<file path="src/rtl/carregador_matriz_5x5_if.sv">
// Stream-in / matrix-out handshake bundle for the 5x5 matrix loader.
//   slave  : the loader (consumes the element stream, produces the matrix)
//   master : the environment (drives the element stream, consumes the matrix)
// Signals: in_valid/in_ready/in_data/in_last (element stream),
//          mat_valid/mat_ready/matriz_5x5 (packed matrix handshake).
interface carregador_matriz_5x5_if #(
  parameter int W     = 8,
  parameter int NELEM = 25
);
  logic                 in_valid;
  logic                 in_ready;
  logic [W-1:0]         in_data;
  logic                 in_last;
  logic                 mat_valid;
  logic                 mat_ready;
  logic [NELEM*W-1:0]   matriz_5x5;

  modport slave (
    input  in_valid, in_data, in_last, mat_ready,
    output in_ready, mat_valid, matriz_5x5
  );

  modport master (
    output in_valid, in_data, in_last, mat_ready,
    input  in_ready, mat_valid, matriz_5x5
  );
endinterface

</file>
<file path="src/rtl/carregador_matriz_5x5.sv">
// carregador_matriz_5x5: assembles a row-major stream of W-bit elements into
// a packed NELEM*W-bit matrix. Element 0 ends up in the top byte lane, the
// last element in bits [W-1:0]. Single-buffered: the stream stalls while a
// full matrix waits for the consumer.
// Ports:
//   clk, rst     : clock, synchronous active-high reset
//   limpa        : synchronous abort of the partial/held matrix
//   bus (slave)  : element stream in, matrix handshake out
//   elem_cnt     : elements accepted in the current frame (0..24)
//   erro_quadro  : one-cycle framing error pulse
// Optional feature: define CARREGADOR_CHECA_LAST_EN to check in_last framing;
// otherwise in_last is ignored and erro_quadro is tied to 0.
module carregador_matriz_5x5 #(
  parameter int W     = 8,
  parameter int NELEM = 25
) (
  input  logic                     clk,
  input  logic                     rst,
  input  logic                     limpa,
  carregador_matriz_5x5_if.slave   bus,
  output logic [4:0]               elem_cnt,
  output logic                     erro_quadro
);

  typedef enum logic {CARGA = 1'b0, CHEIO = 1'b1} estado_t;

  localparam logic [4:0] ULT = 5'(NELEM - 1);

  estado_t              estado, estado_n;
  logic [4:0]           cnt_n;
  logic [NELEM*W-1:0]   mat_q, mat_n;
  logic                 aceita;
  logic                 erro_n;
  logic                 erro_q;

  // in_ready comes from registered state only; rst masks it so nothing is
  // taken upstream while reset is held.
  assign bus.in_ready   = (estado == CARGA) && !rst;
  assign bus.mat_valid  = (estado == CHEIO);
  assign bus.matriz_5x5 = mat_q;
  assign aceita         = bus.in_valid && bus.in_ready;

  always_ff @(posedge clk) begin
    if (rst) begin
      estado   <= CARGA;
      elem_cnt <= '0;
      mat_q    <= '0;
      erro_q   <= 1'b0;
    end else begin
      estado   <= estado_n;
      elem_cnt <= cnt_n;
      mat_q    <= mat_n;
      erro_q   <= erro_n;
    end
  end

  always_comb begin
    estado_n = estado;
    cnt_n    = elem_cnt;
    mat_n    = mat_q;
    erro_n   = 1'b0;
    if (limpa) begin
      // Abort wins over any accept; matrix contents are left as-is since they
      // are meaningless while mat_valid is low.
      estado_n = CARGA;
      cnt_n    = '0;
    end else begin
      case (estado)
        CARGA: begin
          if (aceita) begin
            mat_n = {mat_q[NELEM*W-W-1:0], bus.in_data};
            if (elem_cnt == ULT) begin
              cnt_n = '0;
`ifdef CARREGADOR_CHECA_LAST_EN
              // Missing last: drop the frame instead of presenting it.
              if (bus.in_last) estado_n = CHEIO;
              else             erro_n   = 1'b1;
`else
              estado_n = CHEIO;
`endif
            end else begin
              cnt_n = elem_cnt + 5'd1;
`ifdef CARREGADOR_CHECA_LAST_EN
              // Early last: restart the frame count.
              if (bus.in_last) begin
                cnt_n  = '0;
                erro_n = 1'b1;
              end
`endif
            end
          end
        end
        CHEIO: begin
          if (bus.mat_ready) estado_n = CARGA;
        end
        default: estado_n = CARGA;
      endcase
    end
  end

`ifdef CARREGADOR_CHECA_LAST_EN
  assign erro_quadro = erro_q;
`else
  assign erro_quadro = 1'b0;
`endif

endmodule
</file>
<file path="src/flat_wrapper.sv">
// flat-port wrapper written by rule: the top's interface ports become plain ports
module carregador_matriz_5x5_flat 
#(
  parameter int W     = 8,
  parameter int NELEM = 25
)
  (clk, rst, limpa, elem_cnt, erro_quadro, bus_in_valid, bus_in_data, bus_in_last, bus_mat_ready, bus_in_ready, bus_mat_valid, bus_matriz_5x5);
  carregador_matriz_5x5_if #(.W(W), .NELEM(NELEM)) bus_i ();
  input  logic clk;
  input  logic rst;
  input  logic limpa;
  output logic [4:0] elem_cnt;
  output logic erro_quadro;
  input wire logic [$bits(bus_i.in_valid)-1:0] bus_in_valid;
  input wire logic [$bits(bus_i.in_data)-1:0] bus_in_data;
  input wire logic [$bits(bus_i.in_last)-1:0] bus_in_last;
  input wire logic [$bits(bus_i.mat_ready)-1:0] bus_mat_ready;
  output wire logic [$bits(bus_i.in_ready)-1:0] bus_in_ready;
  output wire logic [$bits(bus_i.mat_valid)-1:0] bus_mat_valid;
  output wire logic [$bits(bus_i.matriz_5x5)-1:0] bus_matriz_5x5;
  assign bus_i.in_valid = bus_in_valid;
  assign bus_i.in_data = bus_in_data;
  assign bus_i.in_last = bus_in_last;
  assign bus_i.mat_ready = bus_mat_ready;
  assign bus_in_ready = bus_i.in_ready;
  assign bus_mat_valid = bus_i.mat_valid;
  assign bus_matriz_5x5 = bus_i.matriz_5x5;
  carregador_matriz_5x5 #(.W(W), .NELEM(NELEM)) u_core (.clk(clk), .rst(rst), .limpa(limpa), .bus(bus_i), .elem_cnt(elem_cnt), .erro_quadro(erro_quadro));
endmodule
</file>
<file path="config.mk">
export PLATFORM = sky130hd
export DESIGN_NAME = carregador_matriz_5x5_flat
export DESIGN_NICKNAME = d
export VERILOG_FILES = /design/src/rtl/carregador_matriz_5x5_if.sv /design/src/rtl/carregador_matriz_5x5.sv /design/src/flat_wrapper.sv
export SDC_FILE = /design/constraint.sdc
export NUM_CORES = 1
export LEC_CHECK = 0
export BUFFER_PORTS_ARGS = -buffer_cell sky130_fd_sc_hd__buf_2
export CAP_MARGIN = 10
export CORE_MARGIN = 2
export CORE_UTILIZATION = 32
export DETAILED_ROUTE_END_ITERATION = 10
export GPL_TIMING_DRIVEN = 0
export PLACE_DENSITY = 0.61
export REMOVE_ABC_BUFFERS = 1
export SETUP_SLACK_MARGIN = 0.2
export SLEW_MARGIN = 0
export SYNTH_ARGS = -nofsm -noshare
export SYNTH_HDL_FRONTEND = slang
export SYNTH_SLANG_ARGS = --single-unit
</file>
<file path="constraint.sdc">
create_clock -name clk -period 1.29 [get_ports clk]
set_input_delay 0.0645 -clock clk [delete_from_list [all_inputs] [get_ports clk]]
set_output_delay 0.0645 -clock clk [all_outputs]
set_load 0.005 [all_outputs]
</file>
==> metrics list <==
- STA classifies the critical path endpoint as a flop.
- Biggest fanout along the worst timing path: 8
- 0 antenna diodes ended up in the layout.
- Fraction of post-synthesis cell area in the top cell type by area: 56.5%
- Summing the areas of all compound-gate instances in the mapped netlist gives 14.5% of the synthesized area.
* Depth of the most critical reg-to-reg path: 10
- Synth Cell Area: 7300 um2
- Hold path startpoint: rst
* Clock transition at the register clock pins on the worst setup and hold paths after CTS: 0.06 ns
- Static timing analysis puts the maximum clock frequency at 580 MHz.
* Root Driver: sky130_fd_sc_hd__clkbuf_16
- DR vias: 6988
- Post-synthesis register bit count: 206
- # clock sinks: 206
- The count of buffers added on input and output ports is 219.
- Worst hold path type: in -> reg
* Failing checks: setup timing
* Top library cells by usage in the layout, fill and taps aside: 324 x sky130_fd_sc_hd__nand2_1, 218 x sky130_fd_sc_hd__buf_2, 203 x sky130_fd_sc_hd__dfxtp_1, 162 x sky130_fd_sc_hd__a21oi_1, 48 x sky130_fd_sc_hd__nand2_2
* Latest clock arrival within the worst-skew pair: 0.49 ns
* Number of global-route vias before repair: 6223
- Yosys warning total: 0
- Detail Placement HPWL: 11600 um
- Final Hold Viols: 0
- Dividing the detail-routed via count by the number of cells gives 4.78.
- Number of nets in the finished design: 1187
* Worst Path Class, Setup: reg -> reg
- TritonCTS created 22 clock buffers.
- Maximum number of pins on one net before global-route repair: 90
- Measured along the y axis, the die boundary spans 155 um.
- Counting distinct cell types in the post-synthesis netlist gives 23.
* Depth of the worst hold-timing path: 2
- Setup violators final: 207
- Dominant combinational cell family by area after synthesis: simple AND/OR/NAND/NOR gates
* Total leakage power: 4.63 nW
* Period minus WS final: 1.72 ns
* Area delta synth->final: 51.3%
- Die W: 155 um
* Number of DRC violations after detailed-routing iteration 0: 412
- Of the total synthesized cell area, the portion taken by XOR and XNOR cells is 0%.
- Once the floorplan was initialized, standard cells occupied 32.4% of the core.
- Between clock sinks in the finished design, the worst skew comes to 0.00569 ns.
- CTS built an H-tree with a depth of 1.
* Post-synthesis share of cell area spent on and, or, nand and nor gates: 22.1%
- Setup repair after global routing could not meet its margin everywhere.
- Gate Count Post-Synth: 904
- In the final layout, the share of cells above drive strength 1 is 38.7%.
- I/O pin count: 222
- TritonCTS built the clock tree.
* Antenna violations before repair: 0
- Drt pass-1 iters: 5
- Pwr dens: 1170 nW/um2
- GRT Total Usage: 16.5%
- Status: finished, violations left
* Final-layout setup total negative slack: -71.92 ns
* Number of fill cells in the layout: 2121
- For hold timing, the worst endpoint is u_core.bus.matriz_5x5[6].
- Final worst setup slack: -0.434 ns
* Number of DRC violations after detailed routing: 0
- Cell taking the most area after synthesis: sky130_fd_sc_hd__dfxtp_1
- Routed len/inst: 15.8 um
* Proportion of synthesized chip area in sequential cells: 56.5%
* Total die area: 24000 um2
* Synth Area in Adders: 0.343%
* Total global routing overflow: 0
- Worst VDD drop: 0.000783 V
- Final weighted congestion in routability-driven placement: 0.702
* Max cap viols: 0
- Capturing point of the worst reg2reg path: u_core.bus.matriz_5x5[131]
* Total detailed-routing wirelength: 23100 um
- Cell types occupying the most area after synthesis: sky130_fd_sc_hd__dfxtp_1 57%, sky130_fd_sc_hd__nand2_1 21%, sky130_fd_sc_hd__a21oi_1 14%, sky130_fd_sc_hd__buf_6 3.4%, sky130_fd_sc_hd__buf_2 1.6%
* Data arrival time of the critical path: 2.14 ns
* Number of rows created at floorplan: 55
- The first global-routing pass estimated 32800 um of wire.
* Number of pins with negative max-slew slack in the final report: 0
* Most common cell after layout, fill and taps aside: sky130_fd_sc_hd__nand2_1
- Actual transition at the worst max-transition pin: 0.633 ns
- Multiplexer share of the synthesized area: 0.137%
- Buffer levels on the longest clock path: 3
* Final worst path period share: 134%
- Required time at the endpoint of the critical path: 1.71 ns
- Antenna viol nets, final: 0
* Worst hold-check slack: 0.00429 ns
- The core region is 22500 um2.
- Kind of launch point of the worst setup path: flop
- R2r startpoint: u_core.bus.mat_valid
- Setup slack on the worst reg-to-reg path comes out at -0.43 ns.
* Syn avg cell area: 8.07 um2
- Max-slew headroom at the worst pin: 57.8%
registers in the layout, summed over array words and instances (netlist names):
name / flops
u_core.bus.mat_valid: 1
u_core.bus.matriz_5x5: 200
u_core.elem_cnt: 5
cells in the mapped netlist:
library cell,number
sky130_fd_sc_hd__a21oi_1,202
sky130_fd_sc_hd__a311oi_1,3
sky130_fd_sc_hd__a31oi_1,1
sky130_fd_sc_hd__a41oi_1,2
sky130_fd_sc_hd__buf_2,23
sky130_fd_sc_hd__buf_4,1
sky130_fd_sc_hd__buf_6,22
sky130_fd_sc_hd__clkbuf_1,23
sky130_fd_sc_hd__conb_1,1
sky130_fd_sc_hd__dfxtp_1,206
sky130_fd_sc_hd__ha_1,2
sky130_fd_sc_hd__inv_1,2
sky130_fd_sc_hd__mux2i_1,1
sky130_fd_sc_hd__nand2_1,402
sky130_fd_sc_hd__nand2b_1,2
sky130_fd_sc_hd__nand3_1,3
sky130_fd_sc_hd__nand4b_1,1
sky130_fd_sc_hd__nor2_1,2
sky130_fd_sc_hd__nor3b_2,1
sky130_fd_sc_hd__nor4b_2,1
sky130_fd_sc_hd__or2_2,1
sky130_fd_sc_hd__or4b_1,1
sky130_fd_sc_hd__or4b_4,1
layout make-up:
cell class,count,area [um2],area share [%]
Clock inverter,1,5.00,0.0453
Sequential cell,206,4140,37.4
Inverter,2,12.5,0.113
Clock buffer,30,622,5.63
Multi-Input combinational cell,628,3240,29.3
Timing Repair Buffer,311,2670,24.2
Tap cell,285,357,3.23
layer usage:
metal | track usage, % | wire, um | up-vias
li1 | - | - | 3461
met1 | 22.0 | 10100 | 3246
met2 | 26.1 | 10500 | 244
met3 | 5.43 | 1870 | 37
met4 | 3.97 | 526 | 0
met5 | 0 | 0 | -
report_power, final:
part / internal [mW] / switching [mW] / total [mW]
logic: 0.392 / 0.441 / 0.833
registers: 6.37 / 0.0111 / 6.38
clock network: 3.31 / 2.39 / 5.70
total: 10.1 / 2.84 / 12.9
what timing repair did:
action / CTS / global route
hold buffers: 10 / 0
gates resized for setup: 54 / 158
endpoints found under the hold margin: 9 / 0
cloned: 11 / 20
buffers inserted: 31 / 6
endpoints found under the setup margin: 217 / 296
pin swaps: 13 / 63
logic make-up after synthesis:
group | count (synthesis)
AND/OR/NAND/NOR | 415
AO/OA/AOI/OAI | 208
flip-flops | 206
buffers and inverters | 71
adder cells (fa/ha/maj) | 2
multiplexers | 1
other | 1
critical path, cell delays in order, from the launching register on:
cell and delay, ns:
sky130_fd_sc_hd__dfxtp_4 0.36, sky130_fd_sc_hd__nor4b_4 0.28, sky130_fd_sc_hd__buf_4 0.20, sky130_fd_sc_hd__buf_12 0.11, sky130_fd_sc_hd__buf_12 0.09, sky130_fd_sc_hd__buf_12 0.10
sky130_fd_sc_hd__buf_12 0.11, sky130_fd_sc_hd__buf_12 0.11, sky130_fd_sc_hd__buf_12 0.12, sky130_fd_sc_hd__nand2_1 0.05, sky130_fd_sc_hd__a21oi_1 0.11
worst max-delay path by stage:
stage	end	startpoint	slack, ns
after floorplan	u_core.bus.matriz_5x5[0]	u_core.bus.mat_valid	-7.34
after global placement	u_core.bus.matriz_5x5[88]	rst	-14.89
after detailed placement	u_core.bus.matriz_5x5[146]	rst	-1.33
after CTS	u_core.bus.matriz_5x5[129]	u_core.bus.mat_valid	-0.34
after global routing	u_core.bus.matriz_5x5[67]	u_core.bus.mat_valid	-0.47
final	u_core.bus.matriz_5x5[131]	u_core.bus.mat_valid	-0.43
per-stage QoR:
step / power [mW] / cells / utilization [%] / instance area [um2] / setup WS [ns]
final: 12.9 / 1463 / 49.1 / 11000 / -0.434
after global routing: 13.4 / 1463 / 49.1 / 11000 / -0.475
after CTS: 12.9 / 1437 / 44.7 / 10000 / -0.345
after detailed placement: 6.91 / 1354 / 38.0 / 8560 / -1.33
after global placement: 6.85 / 1339 / 36.9 / 8290 / -14.89
after floorplan: 6.65 / 835 / - / 6840 / -7.34
(Power assumes the default switching activity.)
